File: config.mk
export PLATFORM = sky130hd
export DESIGN_NAME = scale_frame_ctrl
export DESIGN_NICKNAME = d
export VERILOG_FILES = /design/src/rtl/scale_frame_ctrl.sv
export SDC_FILE = /design/constraint.sdc
export NUM_CORES = 1
export LEC_CHECK = 0
export CAP_MARGIN = 20
export CORE_UTILIZATION = 48
export DETAILED_ROUTE_END_ITERATION = 10
export MAX_ROUTING_LAYER = met4
export PLACE_DENSITY = 0.79
export SYNTH_ARGS = -nofsm -noshare
export SYNTH_HDL_FRONTEND = slang
export SYNTH_SLANG_ARGS = --single-unit
File: constraint.sdc
create_clock -name clk -period 5.6 [get_ports clk]
set_clock_uncertainty 0.15 [all_clocks]
set_input_delay 1.12 -clock clk [delete_from_list [all_inputs] [get_ports clk]]
set_output_delay 1.12 -clock clk [all_outputs]
set_load 0.01 [all_outputs]
File: src/rtl/scale_frame_ctrl.sv
// Frame sequencer for the scaler pipeline: owns the shadow/active scale config,
// counts output pixels into rows/columns and issues the DDR3 write per pixel.
//
// state | meaning
// IDLE  | waiting for a source frame start; pixels dropped with frame_err
// LOAD  | one cycle: shadow -> active (clamped), counters and base reset
// RUN   | writing pixels, advancing col/row/addr
// DONE  | one cycle: frame complete, frame_done follows
module scale_frame_ctrl #(
    parameter int FIX_LEN     = 15,
    parameter int PIX_WIDTH   = 16,
    parameter int LINE_STRIDE = 640,
    parameter int MAX_V       = 360,
    parameter int ADDR_W      = 28
) (
    input  logic                 clk,
    input  logic                 rst,
    input  logic [FIX_LEN-1:0]   cfg_x_scale,
    input  logic [FIX_LEN-1:0]   cfg_y_scale,
    input  logic [12:0]          cfg_h_num,
    input  logic [12:0]          cfg_v_num,
    input  logic                 cfg_wr,
    input  logic                 vsync_in,
    input  logic [PIX_WIDTH-1:0] pix_data_in,
    input  logic                 pix_vaild_in,
    output logic [FIX_LEN-1:0]   x_scale,
    output logic [FIX_LEN-1:0]   y_scale,
    output logic [12:0]          TARGET_H_NUM,
    output logic [12:0]          TARGET_V_NUM,
    output logic                 wr_en,
    output logic [PIX_WIDTH-1:0] wr_data,
    output logic [ADDR_W-1:0]    DDR3_ADDR,
    output logic                 frame_busy,
    output logic                 frame_done,
    output logic                 frame_err
);

    typedef enum logic [1:0] {S_IDLE, S_LOAD, S_RUN, S_DONE} state_t;

    localparam logic [FIX_LEN-1:0] SCALE_RST = FIX_LEN'(256);
    localparam logic [12:0]        STRIDE_N  = 13'(LINE_STRIDE);
    localparam logic [12:0]        MAXV_N    = 13'(MAX_V);
    localparam logic [ADDR_W-1:0]  STRIDE_A  = ADDR_W'(LINE_STRIDE);

    state_t               state_q, state_d;
    logic [FIX_LEN-1:0]   sh_x_q, sh_x_d, sh_y_q, sh_y_d;
    logic [12:0]          sh_h_q, sh_h_d, sh_v_q, sh_v_d;
    logic [FIX_LEN-1:0]   act_x_q, act_x_d, act_y_q, act_y_d;
    logic [12:0]          act_h_q, act_h_d, act_v_q, act_v_d;
    logic [12:0]          col_q, col_d, row_q, row_d;
    logic [ADDR_W-1:0]    row_base_q, row_base_d, addr_q, addr_d;
    logic                 wr_en_q, wr_en_d;
    logic [PIX_WIDTH-1:0] wr_data_q, wr_data_d;
    logic [ADDR_W-1:0]    wr_addr_q, wr_addr_d;
    logic                 busy_q, busy_d, done_q, done_d, err_q, err_d;

    logic [FIX_LEN-1:0]   ld_x, ld_y;
    logic [12:0]          ld_h, ld_v;
    logic [ADDR_W-1:0]    ld_base;
    logic                 accept;

    function automatic logic [12:0] clamp_num(input logic [12:0] n, input logic [12:0] lim);
        if (n == 13'd0) return 13'd1;
        if (n > lim) return lim;
        return n;
    endfunction

    always_comb begin
        state_d    = state_q;
        sh_x_d     = sh_x_q;
        sh_y_d     = sh_y_q;
        sh_h_d     = sh_h_q;
        sh_v_d     = sh_v_q;
        act_x_d    = act_x_q;
        act_y_d    = act_y_q;
        act_h_d    = act_h_q;
        act_v_d    = act_v_q;
        col_d      = col_q;
        row_d      = row_q;
        row_base_d = row_base_q;
        addr_d     = addr_q;

        // A cfg_wr coinciding with LOAD is taken by that LOAD directly.
        ld_x    = cfg_wr ? cfg_x_scale : sh_x_q;
        ld_y    = cfg_wr ? cfg_y_scale : sh_y_q;
        ld_h    = clamp_num(cfg_wr ? cfg_h_num : sh_h_q, STRIDE_N);
        ld_v    = clamp_num(cfg_wr ? cfg_v_num : sh_v_q, MAXV_N);
        ld_base = STRIDE_A * ADDR_W'(MAXV_N - ld_v);

        accept    = (state_q == S_RUN) && pix_vaild_in;
        wr_en_d   = accept;
        wr_data_d = accept ? pix_data_in : wr_data_q;
        wr_addr_d = accept ? addr_q : wr_addr_q;
        err_d     = pix_vaild_in && (state_q != S_RUN);
        done_d    = (state_q == S_DONE);

        if (cfg_wr) begin
            sh_x_d = cfg_x_scale;
            sh_y_d = cfg_y_scale;
            sh_h_d = cfg_h_num;
            sh_v_d = cfg_v_num;
        end

        case (state_q)
            S_IDLE: begin
                if (vsync_in) state_d = S_LOAD;
            end
            S_LOAD: begin
                act_x_d    = ld_x;
                act_y_d    = ld_y;
                act_h_d    = ld_h;
                act_v_d    = ld_v;
                col_d      = 13'd0;
                row_d      = 13'd0;
                row_base_d = ld_base;
                addr_d     = ld_base;
                state_d    = S_RUN;
            end
            S_RUN: begin
                if (accept) begin
                    if ((col_q + 13'd1) < act_h_q) begin
                        col_d  = col_q + 13'd1;
                        addr_d = addr_q + ADDR_W'(1);
                    end else begin
                        col_d      = 13'd0;
                        row_d      = row_q + 13'd1;
                        row_base_d = row_base_q + STRIDE_A;
                        addr_d     = row_base_q + STRIDE_A;
                        if ((row_q + 13'd1) == act_v_q) state_d = S_DONE;
                    end
                end
                // Early restart wins over frame completion.
                if (vsync_in) begin
                    state_d = S_LOAD;
                    err_d   = 1'b1;
                end
            end
            S_DONE: begin
                state_d = S_IDLE;
            end
            default: state_d = S_IDLE;
        endcase

        busy_d = (state_d == S_LOAD) || (state_d == S_RUN);
    end

    always_ff @(posedge clk) begin
        if (rst) begin
            state_q    <= S_IDLE;
            sh_x_q     <= SCALE_RST;
            sh_y_q     <= SCALE_RST;
            sh_h_q     <= STRIDE_N;
            sh_v_q     <= MAXV_N;
            act_x_q    <= SCALE_RST;
            act_y_q    <= SCALE_RST;
            act_h_q    <= STRIDE_N;
            act_v_q    <= MAXV_N;
            col_q      <= '0;
            row_q      <= '0;
            row_base_q <= '0;
            addr_q     <= '0;
            wr_en_q    <= 1'b0;
            wr_data_q  <= '0;
            wr_addr_q  <= '0;
            busy_q     <= 1'b0;
            done_q     <= 1'b0;
            err_q      <= 1'b0;
        end else begin
            state_q    <= state_d;
            sh_x_q     <= sh_x_d;
            sh_y_q     <= sh_y_d;
            sh_h_q     <= sh_h_d;
            sh_v_q     <= sh_v_d;
            act_x_q    <= act_x_d;
            act_y_q    <= act_y_d;
            act_h_q    <= act_h_d;
            act_v_q    <= act_v_d;
            col_q      <= col_d;
            row_q      <= row_d;
            row_base_q <= row_base_d;
            addr_q     <= addr_d;
            wr_en_q    <= wr_en_d;
            wr_data_q  <= wr_data_d;
            wr_addr_q  <= wr_addr_d;
            busy_q     <= busy_d;
            done_q     <= done_d;
            err_q      <= err_d;
        end
    end

    assign x_scale      = act_x_q;
    assign y_scale      = act_y_q;
    assign TARGET_H_NUM = act_h_q;
    assign TARGET_V_NUM = act_v_q;
    assign wr_en        = wr_en_q;
    assign wr_data      = wr_data_q;
    assign DDR3_ADDR    = wr_addr_q;
    assign frame_busy   = busy_q;
    assign frame_done   = done_q;
    assign frame_err    = err_q;

endmodule

==> reports/metrics.yaml <==
timing:
  report.final.hold_viol_count: 0
  drv_slew: 0
  summed_negative_setup_slack_over_all_endpoints_ns: 0
  setup_slack_ns: 0.247
  achievable-frequency_mhz: 187
  max_slew.worst_pin.slew_ns: 1.03
  setup-violations-final: 0
  post-route-min-period_ns: 5.35
  final_min_period_over_clock_period: 0.956
  worst_slew_margin_rel: 0.316
floorplan:
  area_enclosed_by_the_die_boundary_um2: 24900
  rows: 56
  floorplan.core_area_um2: 23600
  die-width_um: 158
  initial_utilization: 0.493
  chipHeight_um: 158
  pin_count: 181
logic_synthesis:
  yosys.area_share.xor_xnor: 0.0557
  synth.area.mux_share: 0.0550
  ys_ff_latch: 237
  synthCells: 1399
  synth_top_cell_by_area: "dfxtp_1"
  netlist-cell-type-count: 80
  synthFlopType: "dfxtp_1"
  synthAdderAreaFrac: 0.0480
  average_cell_area_after_synthesis_um2: 8.31
  simple_gate_fraction_of_synth_area: 0.214
  synth_warnings: 0
  share_of_flip_flops_with_an_asynchronous_set_or_reset: 0
  synth_edf_count: 0
  largest_cells_by_area_after_synthesis: "dfxtp_1 41%, nand2_1 6.0%, a21oi_1 5.3%, nor2_1 5.2%, mux2i_1 4.8%"
  syn-cell-area_um2: 11600
  main_combinational_cell_family_by_area_after_synthesis: "simple AND/OR/NAND/NOR gates"
  register_area_share_after_synthesis: 0.408
  portion_of_synthesized_cell_area_occupied_by_the_leading_cell_type: 0.408
  area_fraction_in_compound_gates_after_synthesis: 0.181
status:
  run_status: "completed"
job:
  max_cap_violations: 0
pwr:
  power.share.sequential: 0.436
  vdd.ir_drop.worst_uv: 268
  proportion_of_total_power_due_to_net_switching: 0.259
  power_frac_comb: 0.153
  power_frac_clock: 0.411
  pwr_density_cell_nw_per_um2: 280
  p_sw_w: 0.00108
  p_leak_nw: 5.83
  power.internal_w: 0.00310
final_layout:
  final_area_um2: 14900
  fin_nets: 1717
  fin_cells: 1933
  fillerInstances: 2021
  regArea_um2: 4740
  multiInputGateArea_um2: 6500
  finish.utilization: 0.632
  antenna_cells: 0
  layout-drive-gt1-share: 0.0843
  flow.area_growth_from_synthesis_pct: 28.4
clocking:
  clock_tree_buf_depth: 3
  cts_tree: "done"
  cts.hold.buffers_added: 0
  clk_pin_slew_worst_paths_ns: 0.06
  clk_latency_ns: 0.53
  buffer_count_from_post_cts_setup_fixing: 0
  numCtsBuffers: 26
  cts.sinks: 237
  cts-resized-gates: 0
  cts_htree_levels: 1
  root_buffer: "clkbuf_16"
worst_hold_path:
  min_path_type: "register to register"
route:
  routed-via-count: 10800
  dr.pass1.iters: 6
  wirelength_um: 31500
  drt_first_iter_violations: 701
  drt-wirelength-per-cell_um: 16.3
  drt_drc_violations_left: 0
  postRouteAntennaNets: 0
  viasPerCell: 5.60
place:
  place_inst: 1887
  dp_hpwl_um: 22000
  preCtsSetupSlack_ns: -0.307
  numPortBuffers: 180
  dpl_cell_area_um2: 14000
  place.gp.congestion: 0.900
grt:
  grt_overflow: 0
  grt_start_max_net_pins: 96
  grt_first_pass_wirelength_um: 50900
  groute.usage.overall: 0.257
  first_global_vias: 10400
  number_of_antenna_violations_at_the_first_check_in_global_routing: 0
worst_setup_path:
  timing.critical_path.cells: "clkdlybuf4s50_1, nor4b_1, o22ai_1, or3_1, a21oi_2, nand2b_1, ha_1, buf_4, inv_1, a21oi_1, a41oi_1, ha_1, ha_1, or3_1, a21oi_1, a211oi_1, a211o_1, a31o_1, xnor2_1, a21oi_1"
  critPathMaxFanout: 4
  crit_type: "input port to register"
  max_stage_delay_ns: 0.42
  timing.critical_path.from_type: "input port"
  endpoint_kind: "register"
  endpoint_required_time_on_the_critical_path_ns: 5.82
  cpMaxStageDelayCell: "clkdlybuf4s50_1"
  arrival_ns: 5.57
[layout by cell type (no fill, tap or decap), types with 15 or more instances in the layout]
cell,n
dfxtp_1,237
nand2_1,185
clkdlybuf4s50_1,178
nor2_1,160
a21oi_1,122
buf_4,68
mux2i_1,56
o21ai_0,49
ha_1,43
xnor2_1,40
a211oi_1,39
nand3_1,38
xor2_1,33
nor3_1,28
clkbuf_16,26
inv_1,24
and3_1,21
nand4_1,19
o211ai_1,15
[path summary, 6_finish.rpt]
check,from,end,slack [ns],cells after the start
max,cfg_v_num[0],row_base_q[22],0.25,20
min,DDR3_ADDR[0],DDR3_ADDR[0],0.30,2
max reg2reg,sh_v_q[5],row_base_q[22],0.92,17
min reg2reg,DDR3_ADDR[0],DDR3_ADDR[0],0.30,2
[kinds of logic (layout without fill, tap and decap cells)]
group	count (synthesis)	after routing
flops	237	237
mux	63	63
simple gates	536	536
compound gates	334	334
fa+ha+maj	44	44
xor+xnor	74	74
buf+inv	110	319
other cells	1	7
[worst max-delay path, delay by kind of cell]
family	cells	cell delay (ns)
buffers and inverters	3	0.66
XOR/XNOR	1	0.19
adder cells (fa/ha/maj)	3	0.76
AND/OR/NAND/NOR	4	1.18
AO/OA/AOI/OAI	9	1.64
[flip-flops by register name, indices dropped and copies added (netlist names), 13 cells and up]
signal,cells
DDR3_ADDR,28
addr_q,28
row_base_q,21
wr_data,16
sh_x_q,15
sh_y_q,15
x_scale,15
y_scale,15
TARGET_H_NUM,13
TARGET_V_NUM,13
col_q,13
row_q,13
sh_h_q,13
sh_v_q,13
[power groups by stage]
| stage | Sequential, W | Combinational, W | Clock (W) |
|---|---|---|---|
| 2_1_floorplan | 0.00185 | 0.000368 | 0 |
| 3_3_place_gp | 0.00185 | 0.000613 | 0 |
| 3_5_place_dp | 0.00186 | 0.000628 | 0 |
| 4_1_cts | 0.00182 | 0.000634 | 0.00174 |
| 5_1_grt | 0.00183 | 0.000704 | 0.00181 |
| 6_report | 0.00182 | 0.000641 | 0.00172 |
[synthesized netlist by cell type (all sizes together), types with 10 or more instances]
master and instances:
xnor2 41, dfxtp 237, a31oi 14, mux2i 56
nand2b 14, nand3 38, and3 22, nor4 11
o211ai 15, nand3b 10, buf 16, clkbuf 68
a211oi 40, a21oi 125, ha 43, inv 25
nand4 19, nand2 186, o21ai 62, o21a 14
nor3 30, and2 10, nor2 160, xor2 33
[stage by stage]
| stage | power [W] | hold WS [ns] |
|---|---|---|
| after floorplan | 0.00222 | 0.287 |
| after global placement | 0.00247 | 0.291 |
| after global routing | 0.00434 | 0.318 |
| after detailed placement | 0.00249 | 0.296 |
| final | 0.00418 | 0.302 |
| after CTS | 0.00420 | 0.304 |
[layout make-up]
cell class              instances  share of cell area
well taps                     319              0.0267
inverters                      26             0.00654
flip-flops and latches        237               0.318
multi-input cells            1058               0.435
clock inverters                 4             0.00402
clock buffers                  42              0.0543
repair buffers                247               0.155
[routing by layer]
layer,track usage,share of wire,up-vias
met1,0.321,0.43,5047
met3,0.0490,0.078,69
met5,-,0,-
li1,-,-,5336
met4,0.0717,0.023,0
met2,0.422,0.47,368
(Power assumes the default switching activity.)
